**config.mk**
```make
export PLATFORM = sky130hd
export DESIGN_NAME = melody_sequencer
export DESIGN_NICKNAME = d
export VERILOG_FILES = /design/src/rtl/melody_sequencer.sv
export SDC_FILE = /design/constraint.sdc
export NUM_CORES = 1
export LEC_CHECK = 0
export ABC_AREA = 1
export CAP_MARGIN = 5
export CORE_AREA = 4 4 85 87
export DETAILED_ROUTE_END_ITERATION = 8
export DIE_AREA = 0 0 89 91
export PLACE_DENSITY = 0.91
export SETUP_SLACK_MARGIN = 0.15
export SKIP_CTS_REPAIR_TIMING = 1
export SYNTH_ARGS = -nofsm -noshare
export SYNTH_HDL_FRONTEND = slang
export SYNTH_SLANG_ARGS = --single-unit
```
**constraint.sdc**
```tcl
create_clock -name clk -period 5.7 [get_ports clk]
set_clock_uncertainty 0.05 [all_clocks]
set_input_delay 1.14 -clock clk [delete_from_list [all_inputs] [get_ports clk]]
set_output_delay 1.14 -clock clk [all_outputs]
set_load 0.05 [all_outputs]
```
**src/rtl/melody_sequencer.sv**
```systemverilog
// Plays a fixed 16-entry melody into the tone divider and gives live keys priority over it.
// Melody timing freezes while a key is held or while paused; optional looping at the end.
//
// state  | meaning
// -------+----------------------------------------------------------
// IDLE   | after reset or restart with play low; waiting for play
// PLAY   | melody running; prescaler advances while no key is held
// PAUSE  | play released; position, remaining beats and prescaler held
// DONE   | last entry finished without looping; waits for restart
module melody_sequencer #(
    parameter int unsigned CLK_HZ  = 50_000_000,
    parameter int unsigned BEAT_HZ = 8,
    parameter bit          LOOP    = 1'b0
) (
    input  logic        clk,
    input  logic        reset,
    input  logic        play,
    input  logic        restart,
    input  logic [31:0] key_div,
    output logic [31:0] out_div,
    output logic [3:0]  note_idx,
    output logic        playing,
    output logic        song_done
);

    localparam int unsigned BEAT_CYC   = (CLK_HZ / BEAT_HZ > 1) ? CLK_HZ / BEAT_HZ : 1;
    localparam int unsigned PW         = (BEAT_CYC > 1) ? $clog2(BEAT_CYC) : 1;
    localparam logic [PW-1:0] PRESC_LAST = PW'(BEAT_CYC - 1);

    typedef enum logic [1:0] {
        S_IDLE  = 2'd0,
        S_PLAY  = 2'd1,
        S_PAUSE = 2'd2,
        S_DONE  = 2'd3
    } state_t;

    state_t        state, state_nx;
    logic [PW-1:0] presc;
    logic [3:0]    remaining;
    logic          adv, tick, entry_end, song_end;
    logic [31:0]   out_div_nx;
    logic          playing_nx, song_done_nx;

    function automatic logic [3:0] rom_note(input logic [3:0] idx);
        case (idx)
            4'd0, 4'd1, 4'd6, 4'd11, 4'd12: rom_note = 4'd3;
            4'd2, 4'd5:                     rom_note = 4'd4;
            4'd3, 4'd4:                     rom_note = 4'd5;
            4'd7, 4'd10, 4'd13, 4'd14:      rom_note = 4'd2;
            4'd8, 4'd9:                     rom_note = 4'd1;
            default:                        rom_note = 4'd0;
        endcase
    endfunction

    // A stored beat count of zero still plays for one beat.
    function automatic logic [3:0] rom_beats(input logic [3:0] idx);
        logic [3:0] b;
        case (idx)
            4'd12:        b = 4'd3;
            4'd13:        b = 4'd1;
            4'd14, 4'd15: b = 4'd4;
            default:      b = 4'd2;
        endcase
        rom_beats = (b == 4'd0) ? 4'd1 : b;
    endfunction

    function automatic logic [31:0] note_div(input logic [3:0] note);
        case (note)
            4'd1:    note_div = 32'd95602;
            4'd2:    note_div = 32'd85178;
            4'd3:    note_div = 32'd75872;
            4'd4:    note_div = 32'd71633;
            4'd5:    note_div = 32'd63856;
            4'd6:    note_div = 32'd56818;
            4'd7:    note_div = 32'd50658;
            4'd8:    note_div = 32'd47801;
            default: note_div = 32'd0;
        endcase
    endfunction

    assign adv       = (state == S_PLAY) && (key_div == 32'd0);
    assign tick      = adv && (presc == PRESC_LAST);
    assign entry_end = tick && (remaining == 4'd1);
    assign song_end  = entry_end && (note_idx == 4'd15);

    always_ff @(posedge clk) begin
        if (reset) begin
            state <= S_IDLE;
        end else begin
            state <= state_nx;
        end
    end

    always_comb begin
        state_nx = state;
        if (restart) begin
            state_nx = play ? S_PLAY : S_IDLE;
        end else begin
            case (state)
                S_IDLE:  if (play) state_nx = S_PLAY;
                S_PLAY: begin
                    if (song_end && !LOOP) state_nx = S_DONE;
                    else if (!play)        state_nx = S_PAUSE;
                end
                S_PAUSE: if (play) state_nx = S_PLAY;
                default: state_nx = S_DONE;
            endcase
        end
    end

    always_comb begin
        out_div_nx = 32'd0;
        if (key_div != 32'd0) begin
            out_div_nx = key_div;
        end else if (state == S_PLAY) begin
            out_div_nx = note_div(rom_note(note_idx));
        end
        playing_nx   = (state_nx == S_PLAY);
        song_done_nx = song_end && !restart;
    end

    always_ff @(posedge clk) begin
        if (reset) begin
            out_div   <= 32'd0;
            playing   <= 1'b0;
            song_done <= 1'b0;
        end else begin
            out_div   <= out_div_nx;
            playing   <= playing_nx;
            song_done <= song_done_nx;
        end
    end

    // Position only moves on active cycles, so pauses and key holds add no drift.
    always_ff @(posedge clk) begin
        if (reset) begin
            note_idx  <= 4'd0;
            remaining <= rom_beats(4'd0);
            presc     <= '0;
        end else if (restart) begin
            note_idx  <= 4'd0;
            remaining <= rom_beats(4'd0);
            presc     <= '0;
        end else if (adv) begin
            presc <= tick ? '0 : presc + PW'(1);
            if (tick) begin
                if (remaining != 4'd1) begin
                    remaining <= remaining - 4'd1;
                end else if (note_idx != 4'd15) begin
                    note_idx  <= note_idx + 4'd1;
                    remaining <= rom_beats(note_idx + 4'd1);
                end else if (LOOP) begin
                    note_idx  <= 4'd0;
                    remaining <= rom_beats(4'd0);
                end
            end
        end
    end

endmodule

```
==> reports/qor.csv, run 1 <==
stage,metric,value,unit
outcome,status,"complete, no violations",
route,initial DRC count,208,
synth,sequential fraction of the synthesis area,40.4,%
synth,Async SR Flop Fraction,0,%
synth,ys flop type,dfxtp_1,
sta,RSZ-0062 raised after global routing,false,
setup_path,startpoint types,input port,
sta,Final Max Slew Viols,0,
floorplanning,I/O pins,74,
final_layout,area grow syn2layout,29.1,%
power_and_ir_drop,P_int,0.797,mW
power_and_ir_drop,Pwr Density,238,nW/µm²
synth,net count after synthesis,521,
global_routing,grt total ovfl,0,
synth,post-synth cell types,36,
power_and_ir_drop,P_sw,0.268,mW
global_routing,initial antenna violation count,0,
power_and_ir_drop,sw frac,25.2,%
power_and_ir_drop,P_leak,1.89,nW
synth,Post-Synth Adder-Cell Area,5.42,%
final_layout,ANT cells,0,
placement,Final HPWL DP,6380,µm
route,Post-Route WL,8490,µm
placement,Setup WS pre-CTS,2000,ps
floorplanning,area of the die,8100,µm²
route,Via density,5.30,
sta,# setup viols final,0,
synth,compound-cell area share of the yosys netlist,10.5,%
synth,register bit count reported by yosys,70,
setup_path,Worst Reg-to-Reg Cells,10,
placement,Port Buf Inserts,73,
route,Post-DRT Antenna Nets,0,
global_routing,first-pass GRT wire length,13700,µm
synth,"Cell Area, Synth",3460,µm²
clocking,total CTS buffers,9,
clocking,H-tree depth,3,
sta,Hold Slack,412,ps
global_routing,vias in the first global route,3064,
clocking,clock slew at reported path FFs,80,ps
setup_path,Worst setup EP type,register,
clocking,CTS Sinks,70,
route,DRC,0,
synth,Syn Inst Count,470,
placement,Final GP Congestion,0.889,
clocking,CTS tree,built,
route,wire per inst,13.5,µm
sta,Final WS setup,2270,ps
synth,Synth Area in XOR/XNOR,1.01,%
global_routing,largest net degree at the start of global routing,17,
min_path,HP Class,reg2reg,
min_path,Hold Crit Depth,2,
sta,period utilization,60.2,%
synth,Simple-Gate Fraction of Synth Area,33.3,%
floorplanning,die height,91,µm
floorplanning,core area,6350,µm²
sta,Worst Max-Slew Pin Slew,1010,ps
synth,Synth Warn #,0,
synth,post-synthesis mux area share,0,%
final_layout,share of layout cells above drive strength 1,8.86,%
floorplanning,Chip Width,89,µm
power_and_ir_drop,sequential share of power,47.4,%
sta,Final Hold Viols,0,
floorplanning,Row Count,29,
setup_path,CP max FO,15,
sta,Fmax achieved,0.292,GHz
sta,Relative slew margins,32.7,%
clocking,later-pin clock latency in the skew report,340,ps
floorplanning,Initial Utilization,54.6,%
clocking,clock root buffer,clkbuf_8,
clocking,clk buf depth,2,
power_and_ir_drop,Logic pwr share,11.7,%
setup_path,critical path class,in2reg,
power_and_ir_drop,worst vdd ir,0.158,mV
sta,Period minus WS final,3430,ps
synth,synthesized area per cell,7.37,µm²
flow_run,max-cap violation count,0,
final_layout,Final nets,599,
setup_path,crit path DAT,3660,ps
power_and_ir_drop,clock network fraction of design power,40.9,%
route,vias,3337,
global_routing,Total Routing Usage GR,20.9,%
sta,setup TNS,0,ps
route,First-pass DRT Iterations,5,
synth,"EDFF count, synth",0,
setup_path,CP required,5930,ps
synth,largest family of logic cells by synthesized area,simple AND/OR/NAND/NOR gates,
## layout by cell type, fill, tap and decap left out, types with 2 or more instances in the layout
cell type	count
nand4_1	10
nand2_1	81
o21ai_1	4
clkinv_2	2
a32o_1	2
clkinv_1	2
nor2_1	72
clkdlybuf4s50_1	73
inv_2	2
nor2_2	8
o21ai_0	27
nand3_2	3
ha_1	15
nor3_2	4
nand2_2	5
clkbuf_8	9
nand2_4	2
bufinv_16	2
o22ai_1	2
a31oi_1	5
nor4_1	7
dfxtp_1	70
xor2_1	4
clkinv_4	2
nor3_1	7
a211oi_1	3
nand3_1	23
a21oi_1	21
nand3_4	3
inv_1	72
nor3_4	2
nor2_4	2
## logic make-up (layout without fill, tap and decap cells)
group / Yosys count / in the layout
XOR/XNOR: 4 / 4
buffers and inverters: 83 / 166
AND/OR/NAND/NOR: 232 / 232
adder cells (fa/ha/maj): 15 / 15
AO/OA/AOI/OAI: 66 / 66
flip-flops: 70 / 70
## worst paths after layout
kind              from        end  slack, ps
max              reset   presc[9]       2270
min          presc[19]  presc[19]        410
max reg2reg   presc[0]  presc[11]       3520
min reg2reg  presc[19]  presc[19]        410
## power groups by stage
stage / registers, mW / clock network (mW) / logic (mW)
6_report: 0.505 / 0.435 / 0.124
4_1_cts: 0.505 / 0.437 / 0.125
5_1_grt: 0.506 / 0.461 / 0.131
2_1_floorplan: 0.561 / 0 / 0.0222
3_5_place_dp: 0.517 / 0 / 0.124
3_3_place_gp: 0.516 / 0 / 0.122
## synthesized netlist by cell type (all sizes together), types with 3 or more instances
cell / n / area [µm²]
a31oi: 5 / 31.3
nand4: 11 / 75.1
nor2: 83 / 363
nor4: 7 / 43.8
clkinv: 3 / 16.3
o21ai: 31 / 155
nor3: 13 / 108
inv: 74 / 278
a211oi: 3 / 22.5
xor2: 4 / 35.0
ha: 15 / 188
nand3: 29 / 198
clkbuf: 4 / 15.0
dfxtp: 70 / 1400
a21oi: 21 / 105
nand2: 88 / 358
## routing by layer
| metal | vias up | wire (µm) | global-route usage, % |
|---|---|---|---|
| li1 | 1662 | - | - |
| met1 | 1496 | 3570 | 26.7 |
| met2 | 163 | 3860 | 34.3 |
| met3 | 16 | 892 | 4.71 |
| met4 | 0 | 168 | 7.57 |
| met5 | - | 0 | 0 |
## through the flow
step           total power [mW]  utilization, %  instance area (µm²)  std cells
3_3_place_gp              0.638            67.1                 4260        614
3_5_place_dp              0.640            67.1                 4260        614
5_1_grt                    1.10            70.5                 4470        630
2_1_floorplan             0.583               -                 3460        470
6_report                   1.06            70.5                 4470        630
4_1_cts                    1.07            70.5                 4470        630
## critical path: stages
cell	delay, ps
clkdlybuf4s50_1	570
nor2_1	850
nand2_2	330
inv_1	400
o21ai_0	200
a21oi_1	160
## registers in the layout, indices dropped and copies added (netlist names), named ones only
| name | flops |
|---|---|
| out_div | 32 |
| presc | 23 |
| note_idx | 4 |
| remaining | 4 |
| state | 2 |
| playing | 1 |
| song_done | 1 |
## area by class of cell
cell class                      instances  area [µm²]
Clock buffer                           10         128
Clock inverter                          6        86.3
Fill cell                             461        1880
Inverter                               77         294
Multi-Input combinational cell        317        1740
Sequential cell                        70        1400
Tap cell                               77        96.3
Timing Repair Buffer                   73         731
Note: power is estimated with default switching activity, not from simulation.
==> inputs of run 2 (changes only) <==
--- a/config.mk
+++ b/config.mk
@@ -7,10 +7,10 @@
 export LEC_CHECK = 0
 export ABC_AREA = 1
 export CAP_MARGIN = 5
-export CORE_AREA = 4 4 85 87
+export CORE_AREA = 4 4 88 90
 export DETAILED_ROUTE_END_ITERATION = 8
-export DIE_AREA = 0 0 89 91
-export PLACE_DENSITY = 0.91
+export DIE_AREA = 0 0 92 94
+export PLACE_DENSITY = 0.86
 export SETUP_SLACK_MARGIN = 0.15
 export SKIP_CTS_REPAIR_TIMING = 1
 export SYNTH_ARGS = -nofsm -noshare
==> constraint.sdc (replaced) <==
create_clock -name clk -period 3.3 [get_ports clk]
set_clock_uncertainty 0.05 [all_clocks]
set_input_delay 0.66 -clock clk [delete_from_list [all_inputs] [get_ports clk]]
set_output_delay 0.66 -clock clk [all_outputs]
set_load 0.05 [all_outputs]
==> reports/qor.csv, run 2 (same netlist as run 1, synthesis figures left out) <==
stage,metric,value,unit
setup_path,CP max FO,11,
global_routing,initial antenna violation count,0,
setup_path,startpoint types,input port,
final_layout,area of the multi-input gates,1740,µm²
global_routing,first-pass GRT wire length,14100,µm
route,vias,3349,
final_layout,share of layout cells above drive strength 1,9.37,%
setup_path,FF-to-FF setup slack,1160,ps
route,Post-Route WL,8470,µm
outcome,status,"complete, no violations",
setup_path,Worst setup EP type,register,
sta,Final WS setup,688,ps
route,Via density,5.12,
placement,Final GP Congestion,0.894,
final_layout,"commonest non-fill, non-tap cell in the layout",nand2_1,
route,wire per inst,13.0,µm
power_and_ir_drop,P_int,1.38,mW
sta,Final Hold Viols,0,
sta,Worst Max-Slew Pin Slew,834,ps
final_layout,most frequent cells in the layout,"nand2_1 (81), clkdlybuf4s50_1 (73), inv_1 (72), nor2_1 (72), dfxtp_1 (70)",
global_routing,grt total ovfl,0,
route,DRC,0,
route,First-pass DRT Iterations,5,
floorplanning,Row Count,31,
final_layout,Final nets,601,
floorplanning,area of the die,8650,µm²
power_and_ir_drop,worst vdd ir,0.254,mV
clocking,clock slew at reported path FFs,80,ps
power_and_ir_drop,Logic pwr share,11.7,%
final_layout,ANT cells,0,
final_layout,largest reg by FF count,out_div,
final_layout,Largest regs,"out_div (32), presc (23)",
sta,period utilization,79.2,%
placement,Setup WS pre-CTS,347,ps
final_layout,Filler cells,599,
floorplanning,I/O pins,74,
floorplanning,core area,7060,µm²
power_and_ir_drop,P_leak,1.90,nW
route,initial DRC count,167,
sta,setup TNS,0,ps
floorplanning,Chip Width,92,µm
flow_run,max-cap violation count,0,
setup_path,crit path DAT,2800,ps
power_and_ir_drop,Pwr Density,411,nW/µm²
clocking,total CTS buffers,9,
final_layout,register area,1400,µm²
setup_path,CP required,3490,ps
sta,RSZ-0062 raised after global routing,false,
floorplanning,die height,94,µm
clocking,later-pin clock latency in the skew report,340,ps
clocking,CTS Sinks,70,
clocking,CTS tree,built,
power_and_ir_drop,P_sw,0.475,mW
sta,Fmax achieved,0.383,GHz
final_layout,design area,4520,µm²
power_and_ir_drop,Overall Power,1.86,mW
clocking,clock root buffer,clkbuf_8,
power_and_ir_drop,sequential share of power,47.0,%
placement,Port Buf Inserts,73,
sta,# setup viols final,0,
clocking,clk buf depth,2,
sta,Relative slew margins,44.2,%
power_and_ir_drop,clock network fraction of design power,41.3,%
power_and_ir_drop,sw frac,25.6,%
global_routing,largest net degree at the start of global routing,17,
clocking,H-tree depth,3,
min_path,HP Class,reg2reg,
final_layout,max reg flops,32,
route,Post-DRT Antenna Nets,0,
final_layout,area grow syn2layout,30.5,%
floorplanning,Initial Utilization,49.1,%
global_routing,vias in the first global route,3065,
placement,Final HPWL DP,6400,µm
sta,Period minus WS final,2610,ps
global_routing,Total Routing Usage GR,20.1,%
setup_path,critical path class,in2reg,
placement,dpl cell area,4300,µm²
sta,Final Max Slew Viols,0,
[run 2: stage by stage]
step / utilization (%) / hold WS (ps) / std cells
final: 64.1 / 404 / 654
after global routing: 64.1 / 434 / 654
after global placement: 61.0 / 391 / 638
after floorplan: - / 378 / 470
after CTS: 64.1 / 408 / 654
after detailed placement: 61.0 / 395 / 638
[run 2: path summary, 6_finish.rpt]
check              start         to  depth (start not counted)
min reg2reg    presc[19]  presc[19]                          2
max          key_div[23]   register                         15
min            presc[19]  presc[19]                          2
max reg2reg     presc[0]   register                         12
[run 2: area by class of cell]
| cell class | count | share of cell area, % |
|---|---|---|
| clock buffer | 9 | 2.74 |
| tap | 99 | 2.74 |
| timing repair buffer | 75 | 16.5 |
| inverter | 77 | 6.50 |
| multi-input combinational | 317 | 38.4 |
| sequential | 70 | 31.0 |
| clock inverter | 7 | 2.10 |
[run 2: power by group through the flow]
stage          Clock [mW]  Sequential [mW]  Combinational [mW]
5_1_grt             0.809            0.875               0.228
3_3_place_gp            0            0.892               0.214
3_5_place_dp            0            0.892               0.216
2_1_floorplan           0            0.968              0.0384
4_1_cts             0.776            0.872               0.217
6_report            0.767            0.872               0.217
[run 2: per-layer routing]
layer  vias to the layer above  track usage [%]  share of wire (%)
met5                         -                0                  0
li1                       1678                -                  -
met2                       121             34.5                 48
met4                         0             7.67                1.9
met1                      1538             24.4                 43
met3                        12             4.73                6.9
[run 2: worst max-delay path, cell delays in order]
cell             delay, ps
clkdlybuf4s50_1        440
nor2_1                 110
nand2_1                 70
nor2_1                 200
nand2_1                120
nor2_4                 170
nand2_4                170
nor2_4                 220
nand3_4                130
nand2_1                120
nand3_2                100
nand2_1                 90
nand2_1                 60
nor2_2                  90
nor2_1                  50
==> inputs of run 3 (changes only) <==
--- a/config.mk
+++ b/config.mk
@@ -7,10 +7,10 @@
 export LEC_CHECK = 0
 export ABC_AREA = 1
 export CAP_MARGIN = 5
-export CORE_AREA = 4 4 88 90
+export CORE_AREA = 4 4 92 94
 export DETAILED_ROUTE_END_ITERATION = 8
-export DIE_AREA = 0 0 92 94
-export PLACE_DENSITY = 0.86
+export DIE_AREA = 0 0 96 98
+export PLACE_DENSITY = 0.83
 export SETUP_SLACK_MARGIN = 0.15
 export SKIP_CTS_REPAIR_TIMING = 1
 export SYNTH_ARGS = -nofsm -noshare
==> constraint.sdc (replaced) <==
create_clock -name clk -period 2.1 [get_ports clk]
set_clock_uncertainty 0.05 [all_clocks]
set_input_delay 0.42 -clock clk [delete_from_list [all_inputs] [get_ports clk]]
set_output_delay 0.42 -clock clk [all_outputs]
set_load 0.05 [all_outputs]
==> reports/qor.csv, run 3 (same netlist as run 1, synthesis figures left out) <==
stage,metric,value,unit
flow_run,max-cap violation count,0,
setup_path,Slowest Stage Delay on Critical Path,190,ps
sta,Final WS setup,119,ps
clocking,clock slew at reported path FFs,80,ps
placement,Setup WS pre-CTS,-495,ps
sta,Relative slew margins,63.7,%
setup_path,startpoint types,input port,
power_and_ir_drop,worst vdd ir,0.305,mV
sta,Final Max Slew Viols,0,
setup_path,"Cell Chain, Critical Path","dlymetal6s2s_1, nor2_1, nand2_1, nor2_2, nand2_2, nor2_4, nand2_4, nor2_4, nand3_4, nand2_2, nand2_2, nor2_4, nand2_1, nor2_1, nor2_1",
sta,period utilization,94.3,%
placement,Final HPWL DP,6890,µm
final_layout,area grow syn2layout,50.6,%
placement,post-placement cell count,672,
sta,Final Hold Viols,0,
setup_path,Bufs and invs on worst path,1,
final_layout,Largest regs,"out_div (32), presc (23)",
floorplanning,die height,98,µm
min_path,HP Class,in2reg,
setup_path,crit path DAT,2160,ps
setup_path,FF-to-FF setup slack,140,ps
final_layout,fin util,68.2,%
sta,Hold Slack,278,ps
floorplanning,Initial Utilization,45.3,%
final_layout,share of layout cells above drive strength 1,22.1,%
clocking,total CTS buffers,9,
floorplanning,Row Count,32,
final_layout,design area,5220,µm²
route,vias,3635,
final_layout,most frequent cells in the layout,"nand2_1 (75), dlymetal6s2s_1 (68), inv_1 (67)",
clocking,clk buf depth,2,
sta,# setup viols final,0,
clocking,CTS Sinks,70,
final_layout,Layout Cells excl Fill,699,
route,initial DRC count,196,
global_routing,first-pass GRT wire length,14600,µm
clocking,later-pin clock latency in the skew report,340,ps
route,Post-Route WL,10400,µm
clocking,CTS tree,built,
global_routing,grt total ovfl,0,
sta,Period minus WS final,1980,ps
final_layout,ANT cells,0,
sta,Worst Max-Slew Pin Slew,544,ps
clocking,clock root buffer,clkbuf_8,
placement,Final GP Congestion,0.908,
placement,Port Buf Inserts,73,
placement,dpl cell area,4570,µm²
power_and_ir_drop,P_leak,2.95,nW
global_routing,vias in the first global route,3401,
sta,RSZ-0062 raised after global routing,true,
route,Via density,5.20,
setup_path,CP max FO,7,
global_routing,Total Routing Usage GR,19.2,%
global_routing,largest net degree at the start of global routing,17,
route,Post-DRT Antenna Nets,0,
setup_path,CP required,2280,ps
setup_path,critical path class,in2reg,
global_routing,initial antenna violation count,0,
sta,Fmax achieved,0.505,GHz
clocking,H-tree depth,3,
power_and_ir_drop,Pwr Density,566,nW/µm²
route,DRC,0,
setup_path,Worst setup EP type,register,
route,wire per inst,14.9,µm
floorplanning,I/O pins,74,
floorplanning,core area,7650,µm²
setup_path,"Slowest-stage cell, CP",nor2_4,
final_layout,largest reg by FF count,out_div,
route,First-pass DRT Iterations,5,
setup_path,Worst path top cell family by delay,simple AND/OR/NAND/NOR gates,
final_layout,"commonest non-fill, non-tap cell in the layout",nand2_1,
final_layout,max reg flops,32,
final_layout,Final nets,643,
floorplanning,Chip Width,96,µm
outcome,status,"complete, no violations",
floorplanning,area of the die,9410,µm²
[run 3: cell count changes in the layout (fill, tap and decap cells not counted), sizes merged]
cell	change
clkinv	-2
clkdlybuf4s50	-68
dlymetal6s2s	+68
buf	+41
inv	-2
clkinvlp	+3
clkbuf	+2
[run 3: area by class of cell]
class                           instances  area (µm²)
Sequential cell                        70        1420
Fill cell                             520        2430
Clock inverter                          5        81.3
Multi-Input combinational cell        317        1890
Tap cell                              102         128
Clock buffer                           11         141
Timing Repair Buffer                  116        1260
Inverter                               77         302
Timing Repair inverter                  1        7.51
[run 3: worst paths after layout]
kind                from         end  cells past startpoint
max          key_div[13]    register                     15
min reg2reg    presc[19]   presc[19]                      2
min           key_div[6]  out_div[6]                      3
max reg2reg     presc[0]    register                     13
[run 3: report_power, final]
part           switching, mW  internal, mW
clock                  0.514         0.704
sequential           0.00809          1.36
combinational          0.221         0.142
[run 3: per-stage QoR]
| step | TNS [ps] | power [mW] |
|---|---|---|
| 4_1_cts | -898 | 2.98 |
| 6_report | 0 | 2.95 |
| 3_5_place_dp | -18210 | 1.76 |
| 2_1_floorplan | 0 | 1.58 |
| 5_1_grt | 0 | 3.05 |
| 3_3_place_gp | -13690 | 1.76 |
[run 3: worst register-to-register path, stage by stage, from the launching register on]
cell and delay [ps]:
dfxtp_2 370, ha_4 160, nand3_4 140, nor2_4 120, nand3_2 90, nor2_4 130, nand3_4 130, nor2_4 170
nand3_1 110, nand3_2 110, nand2_1 60, nand2_1 110, nor2_4 40, nor2_1 100
[run 3: routing by layer]
layer | GRT usage [%] | wire length, µm | share of wire, % | up-vias
li1 | - | - | - | 1765
met1 | 21.5 | 3920 | 38 | 1668
met2 | 34.1 | 5300 | 51 | 171
met3 | 3.93 | 818 | 7.9 | 31
met4 | 8.32 | 366 | 3.5 | 0
met5 | 0 | 0 | 0 | -
